<file path="src/rtl/kpn_join_module.sv">
// Two-input KPN join: buffers two token streams in private FIFOs and emits one matched pair per load into a registered output.
// Latency: one edge from the later token of a pair being pushed to out_valid=1; one pair per cycle sustained.
// Backpressure: out_ready=0 holds the output pair stable; each FIFO then fills and drops its inX_ready. Optional KPN_JOIN_LEVEL_EN adds level_1/level_2 ports.

module kpn_join_fifo #(
    parameter int DATA_WIDTH = 16,
    parameter int DEPTH      = 4,
    parameter int ADDR_WIDTH = 2
) (
    input  logic                  clk,
    input  logic                  reset_n,
    input  logic                  wr_vld,
    output logic                  wr_rdy,
    input  logic [DATA_WIDTH-1:0] wr_dat,
    input  logic                  rd_en,
    output logic [DATA_WIDTH-1:0] rd_dat,
    output logic [ADDR_WIDTH:0]   count
);
    localparam logic [ADDR_WIDTH:0]   FULL_CNT = (ADDR_WIDTH+1)'(DEPTH);
    localparam logic [ADDR_WIDTH-1:0] PTR_ONE  = {{(ADDR_WIDTH-1){1'b0}}, 1'b1};
    localparam logic [ADDR_WIDTH:0]   CNT_ONE  = {{ADDR_WIDTH{1'b0}}, 1'b1};

    logic [DATA_WIDTH-1:0] mem [DEPTH];
    logic [ADDR_WIDTH-1:0] wr_ptr;
    logic [ADDR_WIDTH-1:0] rd_ptr;
    logic                  push;

    // Ready comes straight from the registered count, so a same-cycle pop never opens a slot.
    assign wr_rdy = (count != FULL_CNT);
    assign push   = wr_vld && wr_rdy;
    assign rd_dat = mem[rd_ptr];

    // Storage array; no reset needed since pointers define what is live.
    always_ff @(posedge clk) begin
        if (push) begin
            mem[wr_ptr] <= wr_dat;
        end
    end

    // Pointer and occupancy tracking; pointers wrap naturally modulo DEPTH.
    always_ff @(posedge clk or negedge reset_n) begin
        if (!reset_n) begin
            wr_ptr <= '0;
            rd_ptr <= '0;
            count  <= '0;
        end else begin
            if (push) begin
                wr_ptr <= wr_ptr + PTR_ONE;
            end
            if (rd_en) begin
                rd_ptr <= rd_ptr + PTR_ONE;
            end
            case ({push, rd_en})
                2'b10:   count <= count + CNT_ONE;
                2'b01:   count <= count - CNT_ONE;
                default: count <= count;
            endcase
        end
    end
endmodule

module kpn_join_module #(
    parameter int DATA_WIDTH = 16,
    parameter int DEPTH      = 4,
    parameter int ADDR_WIDTH = 2
) (
    input  logic                  clk,
    input  logic                  reset_n,
    input  logic [DATA_WIDTH-1:0] in1_data,
    input  logic                  in1_valid,
    output logic                  in1_ready,
    input  logic [DATA_WIDTH-1:0] in2_data,
    input  logic                  in2_valid,
    output logic                  in2_ready,
    output logic [DATA_WIDTH-1:0] entry_1,
    output logic [DATA_WIDTH-1:0] entry_2,
    output logic                  out_valid,
    input  logic                  out_ready
`ifdef KPN_JOIN_LEVEL_EN
    ,
    output logic [ADDR_WIDTH:0]   level_1,
    output logic [ADDR_WIDTH:0]   level_2
`endif
);
    logic [DATA_WIDTH-1:0] head_1;
    logic [DATA_WIDTH-1:0] head_2;
    logic [ADDR_WIDTH:0]   count_1;
    logic [ADDR_WIDTH:0]   count_2;
    logic                  load;

    // Both heads leave together only when each side has a token and the output slot is free or draining.
    assign load = (count_1 != '0) && (count_2 != '0) && (!out_valid || out_ready);

    kpn_join_fifo #(
        .DATA_WIDTH (DATA_WIDTH),
        .DEPTH      (DEPTH),
        .ADDR_WIDTH (ADDR_WIDTH)
    ) u_fifo_1 (
        .clk     (clk),
        .reset_n (reset_n),
        .wr_vld  (in1_valid),
        .wr_rdy  (in1_ready),
        .wr_dat  (in1_data),
        .rd_en   (load),
        .rd_dat  (head_1),
        .count   (count_1)
    );

    kpn_join_fifo #(
        .DATA_WIDTH (DATA_WIDTH),
        .DEPTH      (DEPTH),
        .ADDR_WIDTH (ADDR_WIDTH)
    ) u_fifo_2 (
        .clk     (clk),
        .reset_n (reset_n),
        .wr_vld  (in2_valid),
        .wr_rdy  (in2_ready),
        .wr_dat  (in2_data),
        .rd_en   (load),
        .rd_dat  (head_2),
        .count   (count_2)
    );

    // Output pair register: load a new pair, drain on acceptance, otherwise hold.
    always_ff @(posedge clk or negedge reset_n) begin
        if (!reset_n) begin
            entry_1   <= '0;
            entry_2   <= '0;
            out_valid <= 1'b0;
        end else if (load) begin
            entry_1   <= head_1;
            entry_2   <= head_2;
            out_valid <= 1'b1;
        end else if (out_ready) begin
            out_valid <= 1'b0;
        end
    end

`ifdef KPN_JOIN_LEVEL_EN
    // FIFO counts are already registers, so they are exported directly.
    assign level_1 = count_1;
    assign level_2 = count_2;
`endif
endmodule

</file>
<file path="config.mk">
export PLATFORM = sky130hd
export DESIGN_NAME = kpn_join_module
export DESIGN_NICKNAME = d
export VERILOG_FILES = /design/src/rtl/kpn_join_module.sv
export SDC_FILE = /design/constraint.sdc
export NUM_CORES = 1
export LEC_CHECK = 0
export CORE_MARGIN = 1.5
export CORE_UTILIZATION = 46
export CTS_BUF_LIST = sky130_fd_sc_hd__clkbuf_16
export DETAILED_ROUTE_END_ITERATION = 16
export MAX_ROUTING_LAYER = met4
export PLACE_DENSITY_LB_ADDON = 0.08
export SLEW_MARGIN = 40
export SYNTH_ARGS = -nofsm -noshare
export SYNTH_HDL_FRONTEND = slang
export SYNTH_HIERARCHICAL = 1
export SYNTH_SLANG_ARGS = --single-unit
</file>
<file path="constraint.sdc">
create_clock -name clk -period 2.38 [get_ports clk]
set_clock_uncertainty 0.05 [all_clocks]
set_input_delay 0.238 -clock clk [delete_from_list [all_inputs] [get_ports clk]]
set_output_delay 0.238 -clock clk [all_outputs]
set_load 0.02 [all_outputs]
</file>
==> impl_metrics.yaml <==
global_routing:
  grt_max_degree: 33
  antenna_found_initial: 0
  grt_overflow: 0
  grt_use_met3_pct: 4.47
  gr-usage-met1_pct: 19.7
  grt_usage_pct: 16.3
  grt_pass1_vias: 3319
  busiest_layer: "met2"
  grt_pass1_wl_mm: 18.0
  grt_use_met2_pct: 26.5
worst_setup_path:
  r2r-end: "u_fifo_2/count[2]$_DFFE_PN0P_"
  cp.arrival_ns: 1.97
  crit-reg2reg-launch: "u_fifo_2/count[2]$_DFFE_PN0P_"
  crit_start: "u_fifo_1/count[0]$_DFFE_PN0P_"
  crit_path_max_fanout: 6
  worstSetupStartpointType: "flop"
  r2r_cells: 9
  critical_path_class: "reg2out"
  required_ns: 2.09
  r2r_slack_ns: 0.15
  crit_path_end: "in1_ready"
  crit_path_end_kind: "primary output"
placed_design:
  pre_cts_ws_ns: 0.0825
  io_buffers: 71
  hpwl_mm: 6.85
  gp_congestion: 0.704
layout:
  most-common-layout-cells: "edfxtp_1, clkdlybuf4s50_1, dfrtp_1"
  final_util_pct: 57.0
  fillers: 1125
  multi_input_area_mm2: 0.00158
  nets: 452
  final_common_cell: "edfxtp_1"
  antennaDiodeCount: 0
  syn_to_final_growth_pct: 21.6
  seq_area_mm2: 0.00502
  drive_above_1_share_pct: 28.5
sta:
  worst_slack_ns: 0.120
  fin_crit_ns: 2.26
  rsz0062_at_grt: "false"
  min_period_over_period_pct: 95.0
  fmax_mhz: 442
  worst_slew_pin_slew_ns: 0.588
  relSlewSlack_pct: 60.8
  finalHoldViolCount: 0
  slew_viol_final: 0
  setup_viol: 0
  setup-tns-final_ns: 0
detailed_routing:
  ant_nets: 0
  vias: 3094
  drt_wl_total_mm: 11.3
  drt_pre_antenna_iters: 4
  routedWlPerCell_um: 18.8
  drtIter0Drc: 198
  drc: 0
  vias_per_cell: 5.17
logic_synthesis:
  ys_seq_elements: 175
  postSynthAreaPerCell_um2: 21.6
  synth_warnings: 6
  netlist_area_mm2: 0.00676
  ys_types: 25
  synthCells: 313
  syn_nets: 362
  seq_area_frac_synth_pct: 74.2
clocking:
  cts_buffers: 17
  cts.sinks: 175
  insertion_delay_ns: 0.42
  cts_buffer_depth: 2
  postCtsSetupBuffers: 0
  cts_root_buffer: "clkbuf_16"
  path_clk_slew_ns: 0.06
  cts_tree: "built"
  ctsHtreeMaxLevel: 4
power_and_ir_drop:
  p_seq_share_pct: 42.0
  intPower_w: 0.00773
  clockPowerShare_pct: 23.3
  combPwrFrac_pct: 34.7
  leakage_nw: 2.96
  ir_worst_vdd_mv: 0.766
  finalPower_w: 0.0109
  p_switching_w: 0.00321
  p_sw_share_pct: 29.4
  p_per_area_mw_per_mm2: 1330
hold_path:
  hold_class: "in2async"
die:
  placementRows: 44
  die_h_um: 124
  initial_core_util_pct: 46.9
  coreArea_mm2: 0.0144
  die_area_mm2: 0.0154
  io_pins: 72
  fp.dieW_um: 124
run:
  cap_violations: 0
run_status:
  outcome: "finished clean"
==> synthesized netlist by cell type <==
cell type  number  area, um^2
xnor2_1         5        43.8
dfrtp_1        47        1180
nand3_1         2        10.0
ha_1           10         125
mux2i_1         1        10.0
buf_2           4        20.0
and2_4          2        17.5
mux2_2         33         372
o21ai_2         2        17.5
nor2_1          2        7.51
or3_4           1        11.3
buf_8           1        15.0
and3_2          8        60.1
o31ai_1         1        7.51
buf_6           8        90.1
edfxtp_1      128        3840
xor2_1          5        43.8
nand2_1         3        11.3
fa_1            2        40.0
inv_1          10        37.5
nand2b_1        1        6.26
xnor2_2         2        32.5
o311ai_4        1        26.3
mux4_2         32         721
or3b_1          2        17.5
==> power by group through the flow <==
stage	Combinational (W)	Clock [W]	Sequential (W)
floorplan	0.00239	0	0.00489
global placement	0.00383	0	0.00463
detailed placement	0.00387	0	0.00466
CTS	0.00389	0.00262	0.00461
global route	0.00411	0.00274	0.00469
finish	0.00380	0.00255	0.00459
==> cell type report <==
type                    instances  area share (%)
clock buffers                  17            5.17
well taps                     184            2.80
multi-input cells             115            19.2
repair buffers                 84            9.95
flip-flops and latches        175            61.0
inverters                      10           0.456
clock inverters                13            1.35
==> worst min-delay path by stage <==
stage | slack (ns) | cells after the start | endpoint | from
global route | 0.35 | 2 | entry_2[3]$_DFFE_PN0P_ | reset_n
global placement | 0.22 | 1 | entry_2[0]$_DFFE_PN0P_ | reset_n
finish | 0.30 | 2 | entry_2[3]$_DFFE_PN0P_ | reset_n
detailed placement | 0.22 | 1 | entry_2[0]$_DFFE_PN0P_ | reset_n
floorplan | -0.11 | 0 | entry_1[0]$_DFFE_PN0P_ | reset_n
CTS | 0.31 | 2 | entry_2[0]$_DFFE_PN0P_ | reset_n
==> per-layer routing <==
metal	vias to the layer above	part of all wire [%]
met5	-	0
met4	0	1.4
met2	67	52
li1	1396	-
met1	1620	43
met3	11	4.0
==> cell families after synthesis <==
logic type               Yosys count  synth area share, %
AND/OR/NAND/NOR                   21                 2.09
XOR/XNOR                          12                 1.78
AO/OA/AOI/OAI                      4                0.759
flip-flops                       175                 74.2
buffers and inverters             23                 2.41
multiplexers                      66                 16.3
adder cells (fa/ha/maj)           12                 2.44
==> flip-flops by register name (all words and copies together) (netlist names) <==
register,count
entry_1,16
u_fifo_1/wr_ptr,2
u_fifo_2/mem,64
u_fifo_1/mem,64
u_fifo_2/count,3
out_valid,1
u_fifo_2/wr_ptr,2
u_fifo_2/rd_ptr,2
u_fifo_1/count,3
u_fifo_1/rd_ptr,2
entry_2,16
==> what timing repair did <==
action                                 in CTS  in global routing
hold buffers                                1                  0
endpoints found under the hold margin      19                  0
setup endpoints to repair                   0                  1
resized for setup                           0                  1
==> worst max-delay path: stages (launching register included) <==
cell and delay, ns:
dfrtp_1 0.43, or3b_1 0.42, buf_4 0.17, clkdlybuf4s50_1 0.53
==> metrics by stage <==
step | std cells | hold WS [ns] | cell area [um^2]
floorplan | 313 | -0.108 | 6760
global placement | 567 | 0.223 | 7680
detailed placement | 567 | 0.221 | 7680
CTS | 598 | 0.311 | 8220
global route | 598 | 0.347 | 8220
finish | 598 | 0.297 | 8220
(Power assumes the default switching activity.)
==> edit, RTL diff (same flow settings) <==
`DATA_WIDTH` is set to 16 in 2 places; all go to 12.
--- a/src/rtl/kpn_join_module.sv
+++ b/src/rtl/kpn_join_module.sv
@@ -4,5 +4,5 @@
 
 module kpn_join_fifo #(
-    parameter int DATA_WIDTH = 16,
+    parameter int DATA_WIDTH = 12,
     parameter int DEPTH      = 4,
     parameter int ADDR_WIDTH = 2
@@ -61,5 +61,5 @@
 
 module kpn_join_module #(
-    parameter int DATA_WIDTH = 16,
+    parameter int DATA_WIDTH = 12,
     parameter int DEPTH      = 4,
     parameter int ADDR_WIDTH = 2
Interface: changed (resized entry_1, entry_2, in1_data and in2_data); port bits go from 72 to 56. No check against the original RTL was run, so the function may have changed too.
==> edit against the unedited design <==
Register-to-register slack improved by 0.02 ns. Setup slack better by 0.019 ns. Total power decreased by 16%. Clock power about the same. Cell area decreased by 19%. Sequential cell count decreased by 40. Critical path type unchanged. Count of clock-buffer cells in the layout unchanged. Wire length is 25% lower. Area after synthesis shrank 21%. First-iteration DRC count decreased by 57%.
==> edit: results (changes against the unedited design) <==
ys async rst share 28.89% (was 26.86%); pin count of the biggest net entering global routing 25 (was 33); share of cells above drive strength 1 29.24% (was 28.50%); clock tree buffer depth 2 (unchanged); worst-path maximum fanout 6 (unchanged); Critical Path AT 1.95 ns (was 1.97 ns); post-route antenna net violation count 0 (unchanged); htree depth 4 (unchanged); status finished, final reports clean (unchanged); Synth top cells by count edfxtp_1, dfrtp_1, mux2_2, mux4_2 (unchanged); Clock transition at path regs 0.05 ns; HPWL Detailed 5262 µm (was 6849 µm); first-pass GRT wire length 14000 µm (was 18030 µm); post-synthesis net count 295 (was 362); Worst-Margin Slew 0.6631 ns (was 0.5880 ns); DRT Pass-1 Iters 4 (unchanged); clock latency on the worst-skew pair 0.41 ns; GRT Util Overall 15.95% (was 16.32%); GP Congestion 0.7483 (was 0.7037); vias in the first global route 2770 (was 3319); routed length per instance 17.49 µm (was 18.82 µm); ANT cells 0 (unchanged); Num CTS Buffers 17 (unchanged); Synth area leaders edfxtp_1, dfrtp_1, mux4_2, mux2_2, mux4_1 (was edfxtp_1, dfrtp_1, mux4_2, mux2_2, ha_1); Max VDD drop 0.8332 mV (was 0.7660 mV); nets@finish 370 (was 452); LEAKAGE 2.447 nW (was 2.957 nW); # port buffers 55 (was 71); initial antenna violation count 0 (unchanged); synth warn 6 (unchanged); Post-synth EDFFs 96 (was 128); Initial DRC Count 86 (was 198); routed vias/inst 5.204 (was 5.174); register area share after synthesis 72.28% (was 74.23%); worst min-delay path class input pin to asynchronous set/reset pin (unchanged); Distinct cells, synth 28 (was 25); final hold viol count 0 (unchanged); clock tree root driver cell clkbuf_16 (unchanged); biggest regs u_fifo_1/mem x48, u_fifo_2/mem x48 (was u_fifo_1/mem x64, u_fifo_2/mem x64)
[edit: cell count changes after synthesis, sizes merged]
cell,before,now
buf,13,10
mux4,32,24
mux2,33,25
dfrtp,47,39
edfxtp,128,96
[edit: cells by family after synthesis]
group	Yosys count	share of synthesized area [%]
AO/OA/AOI/OAI	4	0.9611
flip-flops	135	72.28
buffers and inverters	20	2.765
adder cells (fa/ha/maj)	12	3.094
AND/OR/NAND/NOR	21	2.649
XOR/XNOR	12	2.250
multiplexers	50	16.01
[edit: layout make-up]
cell class | count | area (µm²)
flip-flops and latches | 135 | 3860
well taps | 143 | 178.9
fillers | 897 | 4743
clock inverters | 15 | 161.4
clock buffers | 17 | 425.4
multi-input cells | 99 | 1333
inverters | 10 | 37.54
repair buffers | 66 | 630.6
[edit: report_power, final]
part / internal [W] / switching [W] / leakage, nW / total (W)
Combinational: 0.00160 / 0.00134 / 0.830 / 0.00295
Sequential: 0.00326 / 0.000386 / 1.33 / 0.00364
Clock: 0.00163 / 0.000923 / 0.283 / 0.00255
Total: 0.00649 / 0.00265 / 2.45 / 0.00914
[edit: layer usage]
layer  track usage [%]  part of all wire (%)
met1             19.43                    44
met2             24.40                    50
met3             5.796                   5.2
met4             6.496                  0.94
met5                 -                     0
[edit: worst max-delay path, cell delays in order (launching register included)]
cell and delay [ns]:
dfrtp_1 0.43, or3b_1 0.42, buf_4 0.17, clkdlybuf4s50_1 0.53
[edit: worst paths after layout]
check	from	slack, ns	cells after the start	end
min in group clk	in1_data[2]	0.40	1	u_fifo_1/mem[0][2]$_DFFE_PP_
worst min register to register	entry_2[3]$_DFFE_PN0P_	0.45	1	entry_2[3]$_DFFE_PN0P_
worst max-delay path	u_fifo_1/count[0]$_DFFE_PN0P_	0.14	3	in1_ready
worst min-delay path	reset_n	0.33	2	entry_2[5]$_DFFE_PN0P_
worst max register to register	u_fifo_2/count[2]$_DFFE_PN0P_	0.17	9	u_fifo_2/count[2]$_DFFE_PN0P_
max in group asynchronous	reset_n	1.36	3	u_fifo_2/count[2]$_DFFE_PN0P_
[edit: repair_timing]
item	in CTS	in global routing
endpoints found under the setup margin	0	1
setup buffers	0	1
resized for setup	0	1
endpoints found under the hold margin	22	0
hold buffers	1	0
[edit: stage by stage]
stage | utilization, % | power (W) | setup WS [ns] | cells | cell area (µm²)
finish | 58.28 | 0.009141 | 0.1390 | 485 | 6626
global route | 58.28 | 0.009650 | 0.001341 | 485 | 6626
CTS | 58.20 | 0.009265 | 0.1081 | 484 | 6618
detailed placement | 52.95 | 0.006675 | 0.07519 | 451 | 6021
global placement | 52.95 | 0.006592 | 0.1666 | 451 | 6021
floorplan | - | 0.005753 | 0.05840 | 254 | 5339
